## src/rtl/rs485_pkg.sv

```systemverilog
// Shared encodings and constants for the RS485 command receiver.
package rs485_pkg;

  typedef enum logic [1:0] {IDLE, START, DATA, STOP} bit_state_t;
  typedef enum logic [1:0] {P_ADDR, P_LO, P_HI} pkt_state_t;

  localparam logic FLAG_ADDR  = 1'b1;
  localparam logic FLAG_DATA  = 1'b0;
  localparam int   FRAME_BITS = 11;

  // A bit period shorter than two clocks cannot hold a mid-bit sample point.
  function automatic logic [7:0] eff_cpb(input logic [7:0] v);
    return (v < 8'd2) ? 8'd2 : v;
  endfunction

endpackage

```

## src/rtl/rs485_frame_rx.sv

```systemverilog
// Synchroniser and bit-level FSM: turns the raw line into 11-bit frames
// ({flag, data} plus a frame_ok or frame_err pulse on the stop-bit sample).
module rs485_frame_rx
  import rs485_pkg::*;
(
  input  logic       clk,
  input  logic       rst,
  input  logic       rx,
  input  logic [7:0] clk_per_bit,
  output logic [8:0] frame,
  output logic       frame_ok,
  output logic       frame_err,
  output logic       busy,
  output logic [7:0] cpb
);

  logic       rx_meta;
  logic       rx_s;
  bit_state_t state_q;
  bit_state_t state_d;
  logic [7:0] cnt;
  logic [7:0] cpb_l;
  logic [3:0] bit_idx;
  logic [8:0] shreg;
  logic       cnt_end;
  logic       cnt_mid;

  assign cnt_end = (cnt == cpb_l - 8'd1);
  assign cnt_mid = (cnt == ((cpb_l - 8'd1) >> 1));

  always_comb begin
    state_d = state_q;
    case (state_q)
      IDLE:    if (!rx_s) state_d = START;
      START:   if (cnt_mid) state_d = rx_s ? IDLE : DATA;
      DATA:    if (cnt_end && bit_idx == 4'(FRAME_BITS - 3)) state_d = STOP;
      STOP:    if (cnt_end) state_d = IDLE;
      default: state_d = IDLE;
    endcase
  end

  always_ff @(posedge clk) begin
    if (!rst) begin
      rx_meta <= 1'b1;
      rx_s    <= 1'b1;
      state_q <= IDLE;
      cnt     <= 8'd0;
      bit_idx <= 4'd0;
      cpb_l   <= 8'd2;
    end else begin
      rx_meta <= rx;
      rx_s    <= rx_meta;
      state_q <= state_d;
      case (state_q)
        IDLE: begin
          cnt     <= 8'd0;
          bit_idx <= 4'd0;
          if (!rx_s) cpb_l <= eff_cpb(clk_per_bit);
        end
        START: cnt <= cnt_mid ? 8'd0 : cnt + 8'd1;
        DATA: begin
          if (cnt_end) begin
            cnt     <= 8'd0;
            bit_idx <= bit_idx + 4'd1;
          end else begin
            cnt <= cnt + 8'd1;
          end
        end
        STOP:    cnt <= cnt_end ? 8'd0 : cnt + 8'd1;
        default: cnt <= 8'd0;
      endcase
    end
  end

  // LSB arrives first, so bits enter at the top; the flag ends up in bit 8.
  always_ff @(posedge clk) begin
    if (state_q == DATA && cnt_end) shreg <= {rx_s, shreg[8:1]};
  end

  assign frame     = shreg;
  assign frame_ok  = (state_q == STOP) && cnt_end && rx_s;
  assign frame_err = (state_q == STOP) && cnt_end && !rx_s;
  assign busy      = (state_q != IDLE);
  assign cpb       = cpb_l;

endmodule

```

## src/rtl/rs485_cmd_receiver.sv

```systemverilog
// RS485 addressed command receiver: address frame, lo byte, hi byte -> cmd_word.
// Optional RS485_RX_TIMEOUT_EN drops a partial packet after TIMEOUT_BITS idle bit times.
module rs485_cmd_receiver
  import rs485_pkg::*;
#(
  parameter int TIMEOUT_BITS = 22
) (
  input  logic        clk,
  input  logic        rst,
  input  logic        rx,
  input  logic [7:0]  clk_per_bit,
  input  logic [7:0]  slave_addr,
  output logic [15:0] cmd_word,
  output logic        cmd_valid,
  output logic        addr_match,
  output logic        frame_err,
  output logic        busy
);

  logic [8:0] frame;
  logic       f_ok;
  logic       f_err;
  logic [7:0] cpb;
  pkt_state_t pkt_q;
  pkt_state_t pkt_d;
  logic [7:0] lo_byte;
  logic       is_match;
  logic       is_cmd;
  logic       is_lo;
  logic       tmo_hit;

  rs485_frame_rx u_frame_rx (
    .clk         (clk),
    .rst         (rst),
    .rx          (rx),
    .clk_per_bit (clk_per_bit),
    .frame       (frame),
    .frame_ok    (f_ok),
    .frame_err   (f_err),
    .busy        (busy),
    .cpb         (cpb)
  );

`ifdef RS485_RX_TIMEOUT_EN
  logic [15:0] tmo_cnt;
  logic [15:0] tmo_lim;

  assign tmo_lim = 16'(TIMEOUT_BITS) * {8'd0, cpb};
  assign tmo_hit = (pkt_q != P_ADDR) && !busy && (tmo_cnt == tmo_lim - 16'd1);

  // Idle time only accumulates between frames of a partially received packet.
  always_ff @(posedge clk) begin
    if (!rst || pkt_q == P_ADDR || busy) tmo_cnt <= 16'd0;
    else                                 tmo_cnt <= tmo_cnt + 16'd1;
  end
`else
  logic unused_cfg;
  assign unused_cfg = (TIMEOUT_BITS == 0) ^ (^cpb);
  assign tmo_hit    = 1'b0;
`endif

  assign is_match = f_ok && (frame[8] == FLAG_ADDR) && (frame[7:0] == slave_addr);
  assign is_lo    = f_ok && (frame[8] == FLAG_DATA) && (pkt_q == P_LO);
  assign is_cmd   = f_ok && (frame[8] == FLAG_DATA) && (pkt_q == P_HI);

  always_comb begin
    pkt_d = pkt_q;
    if (f_err) begin
      pkt_d = P_ADDR;
    end else if (f_ok) begin
      if (frame[8] == FLAG_ADDR) begin
        pkt_d = is_match ? P_LO : P_ADDR;
      end else begin
        case (pkt_q)
          P_LO:    pkt_d = P_HI;
          P_HI:    pkt_d = P_ADDR;
          default: pkt_d = P_ADDR;
        endcase
      end
    end else if (tmo_hit) begin
      pkt_d = P_ADDR;
    end
  end

  always_ff @(posedge clk) begin
    if (!rst) begin
      pkt_q      <= P_ADDR;
      addr_match <= 1'b0;
      cmd_valid  <= 1'b0;
      frame_err  <= 1'b0;
      cmd_word   <= 16'd0;
    end else begin
      pkt_q      <= pkt_d;
      addr_match <= is_match;
      cmd_valid  <= is_cmd;
      frame_err  <= f_err;
      if (is_cmd) cmd_word <= {frame[7:0], lo_byte};
    end
  end

  always_ff @(posedge clk) begin
    if (is_lo) lo_byte <= frame[7:0];
  end

endmodule

```

## config.mk

```make
export PLATFORM = sky130hd
export DESIGN_NAME = rs485_cmd_receiver
export DESIGN_NICKNAME = d
export VERILOG_FILES = /design/src/rtl/rs485_pkg.sv /design/src/rtl/rs485_frame_rx.sv /design/src/rtl/rs485_cmd_receiver.sv
export SDC_FILE = /design/constraint.sdc
export NUM_CORES = 1
export LEC_CHECK = 0
export CAP_MARGIN = 20
export CELL_PAD_IN_SITES_DETAIL_PLACEMENT = 0
export CELL_PAD_IN_SITES_GLOBAL_PLACEMENT = 1
export CORE_ASPECT_RATIO = 1.25
export CORE_MARGIN = 2
export CORE_UTILIZATION = 35
export DETAILED_ROUTE_END_ITERATION = 10
export DONT_BUFFER_PORTS = 1
export GPL_TIMING_DRIVEN = 0
export HOLD_SLACK_MARGIN = 0.1
export PLACE_DENSITY_LB_ADDON = 0.1
export SYNTH_ARGS = -nofsm -noshare
export SYNTH_HDL_FRONTEND = slang
export SYNTH_HIERARCHICAL = 1
export SYNTH_SLANG_ARGS = --single-unit
export TNS_END_PERCENT = 100
```

## constraint.sdc

```tcl
create_clock -name clk -period 6.15 [get_ports clk]
set_input_delay 0.9225 -clock clk [delete_from_list [all_inputs] [get_ports clk]]
set_output_delay 0.9225 -clock clk [all_outputs]
set_load 0.01 [all_outputs]
```

==> metrics.txt, run 1 <==
Final min period=roughly 3700 ps; area delta synth->final=12.8%; GR Overflow Total=0; cell with the most instances after synthesis=nand2_1; area share of the largest cell type after synthesis=29.4%; clk_lat worst skew=340 ps; post-route ant nets=0; slowest cell delay on critical path=500 ps; RSZ-0062 raised after global routing=no; commonest cells in the synthesized netlist=57 x nand2_1, 45 x dfxtp_1, 22 x a21oi_1; worst slew pin tran=between 700 and 800 ps; leak pwr=between 1 and 1.5 nW; Post-Syn Area=3060 um^2; post-synth top area cell=dfxtp_1; Final WS setup=2440 ps; Startpoint Class=register; CTS buffer count=9; CP max stage cell=nor4_4; Synth warnings=6; die area=9520 um^2; fin crit share=between 60 and 70%; CP endpoint kind=register; Inst Count DP=~450; Layout Skew=8.47 ps; Setup violations, final=0; Min-Delay Path Class=reg -> reg; Rel. slew slack=48.5%; Post-route DRC=0; non-filler cells, final=467; clock sink count=62; # Post-CTS Setup Buffers=0; CP Class=reg -> reg; first-pass GRT wire length=12300 um; Resized Gates After CTS=0; flops & latches, synth=62; vias=2412; CTS tree=done; Peak VDD IR=140 uV; routed wire length=7470 um; Final Hold Viols=0; clock root cell=clkbuf_8; first-pass detailed-route iteration total=5; Clk pin slew, worst setup/hold paths=70 ps; Via density=around 5.2; row count=38; Starting Density=a little over a third; gp weighted congestion=0.828; top cells by area in the synthesized netlist=dfxtp_1 29%, edfxtp_1 17%, nand2_1 7.0%; Async SR Flop Fraction=0%; post-DP HPWL=5450 um; layout cell share with drive strength beyond 1=12.7%; filler instances=880; total I/O pin count=39; Seq/Total Area, Yosys=46.1%; fmax=0.270 GHz; CP max FO=10; chip width=87.7 um; syn nets=approximately 350; per-cell routed wire length=approximately 16 um; Avg Inst Size Synth=~9.3 um^2; WP data required=between 6000 and 7000 ps; DIE HEIGHT=109 um; nets@finish=365; max-slew violations=0; core area=around 8600 um^2; Ant. Diodes=0; drt initial violations=102; Max Cap Viol=0; number of synthesized flops with an enable pin=17; cts hold-fix bufs=0; Worst Path Arrival=3940 ps; dpl ws=roughly 2500 ps; H-Tree Depth=3; status=completed; PD cells=roughly 260 nW/um^2; number of global-route vias before repair=around 2400; ys flop type=dfxtp_1; total track usage=17.3%; Netlist cell types=59; post-synthesis instance total=330; largest net degree at the start of global routing=12; worst path cell trace=buf_4, or3_1, buf_2, or3_1, a32o_2, nor4_4, nand3_1, nor4_1, nor2b_4, nand3b_2, buf_2, nand2_1, a21oi_2; clk buf depth=2; Setup TNS=0 ps; number of buffers added on ports=0; initial antenna violation count=0
[per-stage QoR]
stage	cell area (um^2)	hold WS [ps]	power [mW]	util, %
final	3460	420	0.916	40.2
after global routing	3460	435	0.953	40.2
after CTS	3460	419	0.929	40.2
after detailed placement	3220	409	0.488	37.4
after global placement	3210	410	0.488	37.4
after floorplan	3060	386	0.474	-
[layout make-up]
class | instances | area, um^2 | share of cell area [%]
Tap cell | 120 | 150 | 4.34
Clock buffer | 10 | 128 | 3.69
Sequential cell | 62 | 1410 | 40.8
Clock inverter | 6 | 110 | 3.18
Inverter | 13 | 48.8 | 1.41
Buffer | 18 | 106 | 3.08
Timing Repair Buffer | 1 | 5.00 | 0.145
Multi-Input combinational cell | 237 | 1500 | 43.3
[path summary, 6_finish.rpt]
kind / slack [ps] / start / to / depth (start not counted)
min reg2reg: 420 / u_frame_rx/rx_meta$_SDFF_PN1_ / u_frame_rx/rx_s$_SDFF_PN1_ / 1
max: 2440 / u_frame_rx/cpb[3]$_SDFFE_PN0P_ / cmd_word[10]$_SDFFE_PN0P_ / 13
max reg2reg: 2440 / u_frame_rx/cpb[3]$_SDFFE_PN0P_ / cmd_word[10]$_SDFFE_PN0P_ / 13
min: 420 / u_frame_rx/rx_meta$_SDFF_PN1_ / u_frame_rx/rx_s$_SDFF_PN1_ / 1
[logic make-up after synthesis]
group,count (synthesis),share of synthesized area [%]
AOI/OAI and AO/OA,75,17.2
buffers and inverters,31,5.06
and+or+nand+nor,130,21.9
muxes,2,0.694
xor gates and xnor gates,26,7.43
DFF,62,46.1
adders and majority gates,4,1.63
[layer usage]
metal	share of wire [%]	wire length, um	global-route usage, %
met2	52	3910	30.8
met5	0	0	0
met4	2.0	153	6.92
met3	3.9	288	4.54
met1	42	3120	19.3
[state kept, by name, summed over array words and instances, names as in the netlist, named ones only]
| name | count |
|---|---|
| addr_match | 1 |
| cmd_valid | 1 |
| cmd_word | 16 |
| frame_err | 1 |
| lo_byte | 8 |
| pkt_q | 2 |
| u_frame_rx/bit_idx | 4 |
| u_frame_rx/cnt | 8 |
| u_frame_rx/cpb | 8 |
| u_frame_rx/frame | 9 |
| u_frame_rx/rx_meta | 1 |
| u_frame_rx/rx_s | 1 |
| u_frame_rx/state_q | 1 |
[power breakdown]
| part | internal, mW | leakage, nW | switching, mW |
|---|---|---|---|
| Clock | 0.269 | 0.114 | 0.168 |
| Sequential | 0.420 | 0.516 | 0.00353 |
| Combinational | 0.0191 | 0.484 | 0.0364 |
| Total | 0.708 | 1.11 | 0.208 |
[worst max-delay path: cells and delay by family (launching register included)]
family / cells / cell delay [ps]
compound gates: 2 / 370
buf+inv: 3 / 580
flops: 1 / 300
simple gates: 8 / 2350
[cell usage in the layout (no fill, tap or decap), types with 8 or more instances in the layout]
master     n
dfxtp_1   45
xor2_1    14
xnor2_1   12
clkbuf_1  10
a21oi_2    8
nand3_1   12
inv_1     11
a211oi_1   8
o21ai_0   10
nand2_1   57
clkbuf_8   9
a21oi_1   22
nor2_1    11
edfxtp_1  17
Note: power is estimated with default switching activity, not from simulation.
==> run 2, diff against run 1 <==
--- a/config.mk
+++ b/config.mk
@@ -5,6 +5,7 @@
 export SDC_FILE = /design/constraint.sdc
 export NUM_CORES = 1
 export LEC_CHECK = 0
+export ABC_AREA = 1
 export CAP_MARGIN = 20
 export CELL_PAD_IN_SITES_DETAIL_PLACEMENT = 0
 export CELL_PAD_IN_SITES_GLOBAL_PLACEMENT = 1
==> constraint.sdc (replaced) <==
create_clock -name clk -period 3 [get_ports clk]
set_input_delay 0.45 -clock clk [delete_from_list [all_inputs] [get_ports clk]]
set_output_delay 0.45 -clock clk [all_outputs]
set_load 0.01 [all_outputs]
==> metrics.txt, run 2 <==
post-synthesis compound-gate area fraction=11.1% (-6.1 points); H-Tree Depth=3 (unchanged); Layout Skew=11.5 ps (+3.07 ps); first-pass GRT wire length=11000 um (-11%); initial antenna violation count=0 (unchanged); Synth Area in XOR/XNOR=2.99% (-4.4 points); Max Cap Viol=0 (unchanged); Synth Area in Simple Gates=28.0% (+6.1 points); Peak VDD IR=236 uV (+69%); Net Sw Frac=23.6% (+0.84 points); Setup violations, final=0 (unchanged); most common cell after layout, fill and taps aside=nand2_1; CP endpoint kind=register; Clk pin slew, worst setup/hold paths=70 ps (about the same); number of global-route vias before repair=2292 (-5.7%); nets@finish=408 (+12%); Ant. Diodes=0 (unchanged); Startpoint Class=register; die area=9140 um^2 (-4.1%); # Post-CTS Setup Buffers=0 (unchanged); total track usage=15.6% (-1.7 points); Starting Density=35.8% (+0.20 points); failing checks=DRC; number of synthesized flops with an enable pin=17 (unchanged); most frequent CP cell=nand2_1; Netlist cell types=33 (-44%); Avg Inst Size Synth=7.85 um^2 (-16%); Synth warnings=6 (unchanged); area share of the largest cell type after synthesis=30.7% (+1.3 points); CTS buffer count=9 (unchanged); clock sink count=62 (unchanged); Pint=1.30 mW (+84%); Via density=4.78 (-7.4%); CTS tree=done; Final Total Pwr=1.70 mW (+86%); layout cell share with drive strength beyond 1=11.5% (-1.1 points); chip width=85.9 um (-2.1%); main combinational cell family by area after synthesis=simple AND/OR/NAND/NOR gates; post-DP HPWL=4940 um (-9.4%); Seq/Total Area, Yosys=48.1% (+2.0 points); post-route ant nets=0 (unchanged); vias=2328 (-3.5%); worst slew pin tran=413 ps (-357 ps); clock power share=42.5% (-5.2 points); ys flop type=dfxtp_1; clock root cell=clkbuf_8; multiplexer share of the synthesized area=0% (-0.69 points); syn nets=397 (+12%); PD cells=525 nW/um^2 (+98%); highest-count cells in the layout ignoring fill and taps=80 x nand2_1, 50 x nor2_1, 46 x inv_1; Final min period=2620 ps (-1090 ps); total I/O pin count=39 (unchanged); first-pass detailed-route iteration total=8 (+3); clk buf depth=2 (unchanged); flops & latches, synth=62 (unchanged); Biggest register=cmd_word; commonest cells in the synthesized netlist=80 x nand2_1, 50 x nor2_1, 48 x inv_1; combinational share of power=6.4% (+0.3 points); max-slew violations=0 (unchanged); gp weighted congestion=0.832 (+0.51%); clk_lat worst skew=340 ps (about the same); Synth Area in Adders=1.71% (+0.072 points); Min-Delay Path Class=in -> reg; row count=37 (-2.6%); fmax=0.382 GHz (+41%); Setup TNS=0 ps (unchanged); routed wire length=6540 um (-12%); Rel. slew slack=72.4% (+24 points); Seq pwr share=51.1% (+4.9 points); Core Util, Final=39.6% (-0.55 points); Post-route DRC=7 (+7); number of buffers added on ports=0 (unchanged); max reg flops=16 (unchanged); filler instances=863 (-1.9%); per-cell routed wire length=13.4 um (-16%); Final Hold Viols=0 (unchanged); core area=8190 um^2 (-4.8%); Sequential Area=1410 um^2 (unchanged); leak pwr=1.32 nW (+18%); cell with the most instances after synthesis=nand2_1; GR Overflow Total=0 (unchanged); worst path cell trace=inv_2, ha_1, buf_2, inv_1, nand2_1, nand2_1, nand2_1, nand2_1, nor2_1, nand2_1, nor2_2, nand4_1, nor2_1, inv_2, nor2_2, nand2_2, clkbuf_2, o21ai_0, nor2_1; top cells by area in the synthesized netlist=dfxtp_1 31%, edfxtp_1 17%, nand2_1 10%; slowest cell delay on critical path=330 ps (-170 ps); area delta synth->final=10.7%; post-synthesis instance total=374 (+13%); sw power=0.402 mW (+93%); DIE HEIGHT=106 um (-2.1%); status=complete, but fails checks; Worst Path Arrival=2840 ps (-1100 ps); area of the multi-input gates=1280 um^2 (-14%); hold_ws=215 ps (-205 ps); drt initial violations=64 (-37%); RSZ-0062 raised after global routing=no; Async SR Flop Fraction=0% (unchanged); CP max FO=10 (unchanged); post-synth top area cell=dfxtp_1; largest net degree at the start of global routing=15 (+3); CP Class=reg -> reg; WP data required=3220 ps (-3160 ps); fin crit share=87.3% (+27 points); Post-Syn Area=2930 um^2 (-4.2%); CP max stage cell=dfxtp_1
-- run 2: layer usage --
layer  part of all wire [%]  global-route usage [%]
met1                     43                    16.9
met2                     53                    28.6
met3                    3.4                    4.04
met4                    1.3                    6.01
met5                      0                       0
-- run 2: layout make-up --
| type | count | share of cell area [%] |
|---|---|---|
| Clock buffer | 12 | 4.47 |
| Buffer | 6 | 1.31 |
| Sequential cell | 62 | 43.5 |
| Clock inverter | 4 | 1.43 |
| Multi-Input combinational cell | 254 | 39.6 |
| Tap cell | 97 | 3.74 |
| Inverter | 52 | 6.01 |
-- run 2: repair_timing --
action	4_1_cts	5_1_grt
gates resized for setup	0	2
setup endpoints to repair	0	17
hold buffers	0	0
-- run 2: critical path, delay by kind of cell, from the launching register on --
kind,cells,cell delay [ps]
and+or+nand+nor,12,1230
buffers and inverters,5,600
AOI/OAI and AO/OA,1,200
DFF,1,330
adders and majority gates,1,150
-- run 2: final timing paths --
check | depth (start not counted) | endpoint | slack (ps) | from
worst max register to register | 19 | cmd_word[15]$_SDFFE_PN0P_ | 380 | u_frame_rx/cpb[0]$_SDFFE_PN0P_
worst min register to register | 1 | u_frame_rx/rx_s$_SDFF_PN1_ | 420 | u_frame_rx/rx_meta$_SDFF_PN1_
worst min-delay path | 1 | u_frame_rx/rx_meta$_SDFF_PN1_ | 210 | rx
worst max-delay path | 19 | cmd_word[15]$_SDFFE_PN0P_ | 380 | u_frame_rx/cpb[0]$_SDFFE_PN0P_
-- run 2: cells by family (layout without fill, tap and decap cells) --
kind of cell,Yosys count,count (layout)
simple gates,186,186
flops,62,62
buf+inv,58,74
compound gates,54,54
xor+xnor,10,10
fa+ha+maj,4,4
-- run 2: power groups by stage --
| stage | logic [mW] | clock network [mW] | registers, mW |
|---|---|---|---|
| CTS | 0.110 | 0.750 | 0.871 |
| global route | 0.126 | 0.801 | 0.872 |
| finish | 0.109 | 0.724 | 0.871 |
| detailed placement | 0.109 | 0 | 0.890 |
| floorplan | 0.0879 | 0 | 0.887 |
| global placement | 0.110 | 0 | 0.890 |
-- run 2: per-stage QoR --
step | cell area, um^2 | instances | setup WS (ps)
6_report | 3250 | 487 | 380
5_1_grt | 3250 | 487 | 11.2
4_1_cts | 3250 | 487 | 224
3_5_place_dp | 3060 | 471 | 245
3_3_place_gp | 3060 | 471 | 259
2_1_floorplan | 2930 | 374 | 674
==> run 3, diff against run 2 <==
--- a/config.mk
+++ b/config.mk
@@ -6,11 +6,12 @@
 export NUM_CORES = 1
 export LEC_CHECK = 0
 export ABC_AREA = 1
+export ABC_CLOCK_PERIOD_IN_PS = 2150
 export CAP_MARGIN = 20
 export CELL_PAD_IN_SITES_DETAIL_PLACEMENT = 0
 export CELL_PAD_IN_SITES_GLOBAL_PLACEMENT = 1
 export CORE_ASPECT_RATIO = 1.25
-export CORE_MARGIN = 2
+export CORE_MARGIN = 4
 export CORE_UTILIZATION = 35
 export DETAILED_ROUTE_END_ITERATION = 10
 export DONT_BUFFER_PORTS = 1
==> constraint.sdc (replaced) <==
create_clock -name clk -period 2.15 [get_ports clk]
set_input_delay 0.3225 -clock clk [delete_from_list [all_inputs] [get_ports clk]]
set_output_delay 0.3225 -clock clk [all_outputs]
set_load 0.01 [all_outputs]
==> metrics.txt, run 3 (synthesis gave the netlist of run 2 again) <==
Clk pin slew, worst setup/hold paths=80 ps (about the same); fin crit share=106% (+19 points); PD cells=681 nW/um^2 (+30%); Max Cap Viol=0 (unchanged); vias=2444 (+5.0%); Startpoint Class=register; cts hold-fix bufs=1 (+1); Biggest register=cmd_word; clock root cell=clkbuf_8; Ant. Diodes=0 (unchanged); Final min period=2280 ps (-343 ps); leak pwr=1.42 nW (+8.0%); gp weighted congestion=0.799 (-3.9%); CP Class=reg -> reg; layout cell share with drive strength beyond 1=20.5% (+9.0 points); max-slew violations=0 (unchanged); Core Util, Final=43.4% (+3.7 points); area of the multi-input gates=1400 um^2 (+8.6%); row count=37 (unchanged); Via density=4.88 (+2.0%); largest net degree at the start of global routing=15 (unchanged); die area=9920 um^2 (+8.6%); total track usage=15.1% (-0.51 points); CP endpoint kind=register; drt initial violations=67 (+4.7%); Setup violations, final=25 (+25); post-DP HPWL=5170 um (+4.6%); Sequential Area=1420 um^2 (+0.44%); Rel. slew slack=64.3% (-8.0 points); Worst Path Arrival=2320 ps (-520 ps); highest-count cells in the layout ignoring fill and taps=75 x nand2_1, 46 x nor2_1, 43 x inv_1; FF-to-FF setup slack=-130 ps (-510 ps); Starting Density=35.8% (unchanged); Inst Count DP=471 (unchanged); Final WS setup=-128 ps (-507 ps); filler instances=855 (-0.93%); DIE HEIGHT=110 um (+3.8%); post-route ant nets=0 (unchanged); fmax=0.439 GHz (+15%); core area=8190 um^2 (unchanged); most common cell after layout, fill and taps aside=nand2_1; chip width=89.9 um (+4.7%); Reg2Reg Depth=16 (-3); worst hold path endpoint=cmd_word[11]$_SDFFE_PN0P_; number of buffers added on ports=0 (unchanged); CP max FO=8 (-2); worst r2r src=u_frame_rx/cpb[1]$_SDFFE_PN1P_; RSZ-0062 raised after global routing=yes; per-cell routed wire length=14.1 um (+5.1%); WP data required=2190 ps (-1030 ps); Final Hold Viols=0 (unchanged); first-pass GRT wire length=11600 um (+5.6%); number of global-route vias before repair=2404 (+4.9%); clk_lat worst skew=340 ps (about the same); failing checks=setup timing; CTS buffer count=9 (unchanged); first-pass detailed-route iteration total=5 (-3); clk buf depth=2 (unchanged); nets@finish=422 (+3.4%); area delta synth->final=21.1%; total I/O pin count=39 (unchanged); clock sink count=62 (unchanged); r2r endpoint=lo_byte[5]$_DFFE_PP_; Post-route DRC=0 (-7); worst slew pin tran=535 ps (+122 ps); CTS tree=done; routed wire length=7070 um (+8.1%); status=complete, but fails checks; GR Overflow Total=0 (unchanged); Hold Startpoint=rst; H-Tree Depth=3 (unchanged); Min-Delay Path Class=in -> reg; hold path depth=2 (+1); non-filler cells, final=501 (+2.9%); Layout Skew=14.2 ps (+2.70 ps); max reg flops=16 (unchanged); initial antenna violation count=0 (unchanged); Peak VDD IR=238 uV (+0.95%); Critical path origin=u_frame_rx/cpb[1]$_SDFFE_PN1P_
[run 3: per-stage QoR]
stage	setup slack (ps)	TNS [ps]	power [mW]	instance area, um^2	hold slack (ps)
after floorplan	0.568	0	1.37	2980	393
after global placement	-314	-6500	1.40	3110	401
after detailed placement	-365	-7660	1.40	3110	401
after CTS	-99.0	-1890	2.45	3440	71.8
after global routing	-293	-7260	2.53	3550	65.7
final	-128	-2200	2.42	3550	91.7
[run 3: power breakdown]
part | internal [mW] | total [mW] | switching [mW]
logic | 0.0668 | 0.177 | 0.110
registers | 1.20 | 1.22 | 0.0154
clock network | 0.538 | 1.02 | 0.486
total | 1.81 | 2.42 | 0.612
[run 3: worst max-delay path by stage]
stage / endpoint / slack [ps] / depth (start not counted)
3_5_place_dp: cmd_word[14]$_SDFFE_PN0P_ / -360 / 19
6_report: lo_byte[5]$_DFFE_PP_ / -130 / 16
2_1_floorplan: cmd_word[14]$_SDFFE_PN0P_ / 0.6 / 18
4_1_cts: cmd_word[1]$_SDFFE_PN0P_ / -100 / 16
3_3_place_gp: cmd_word[14]$_SDFFE_PN0P_ / -310 / 19
5_1_grt: lo_byte[6]$_DFFE_PP_ / -290 / 17
[run 3: timing repair]
item	in CTS	in global routing
buffers inserted	4	7
hold endpoints to repair	7	5
cloned	3	0
pin swaps	12	7
setup endpoints to repair	41	43
resized for setup	19	14
[run 3: worst max-delay path, stage by stage (launching register included)]
cell and delay, ps:
dfxtp_4 380, inv_4 40, ha_4 190, nand2_1 90
nand2_1 50, nand2_1 90, nand2_1 60, nand2_1 80
nand2_1 90, nor2_4 120, nand4_1 150, nor2_2 170
inv_2 60, nor2_4 110, buf_4 140, nand3_4 70
clkinv_4 100
[run 3: layer usage]
layer | vias up | wire, um | GRT usage, %
li1 | 1255 | - | -
met1 | 1133 | 2780 | 14.8
met2 | 46 | 3910 | 30.2
met4 | 0 | 111 | 5.69
met3 | 10 | 263 | 4.55
met5 | - | 0 | 0
[run 3: layout make-up]
type	instances	share of cell area, %
inverter	52	5.99
multi-input combinational	254	39.3
clock inverter	7	2.04
sequential	62	39.9
clock buffer	9	3.49
timing repair buffer	15	3.98
tap	97	3.42
buffer	5	1.94
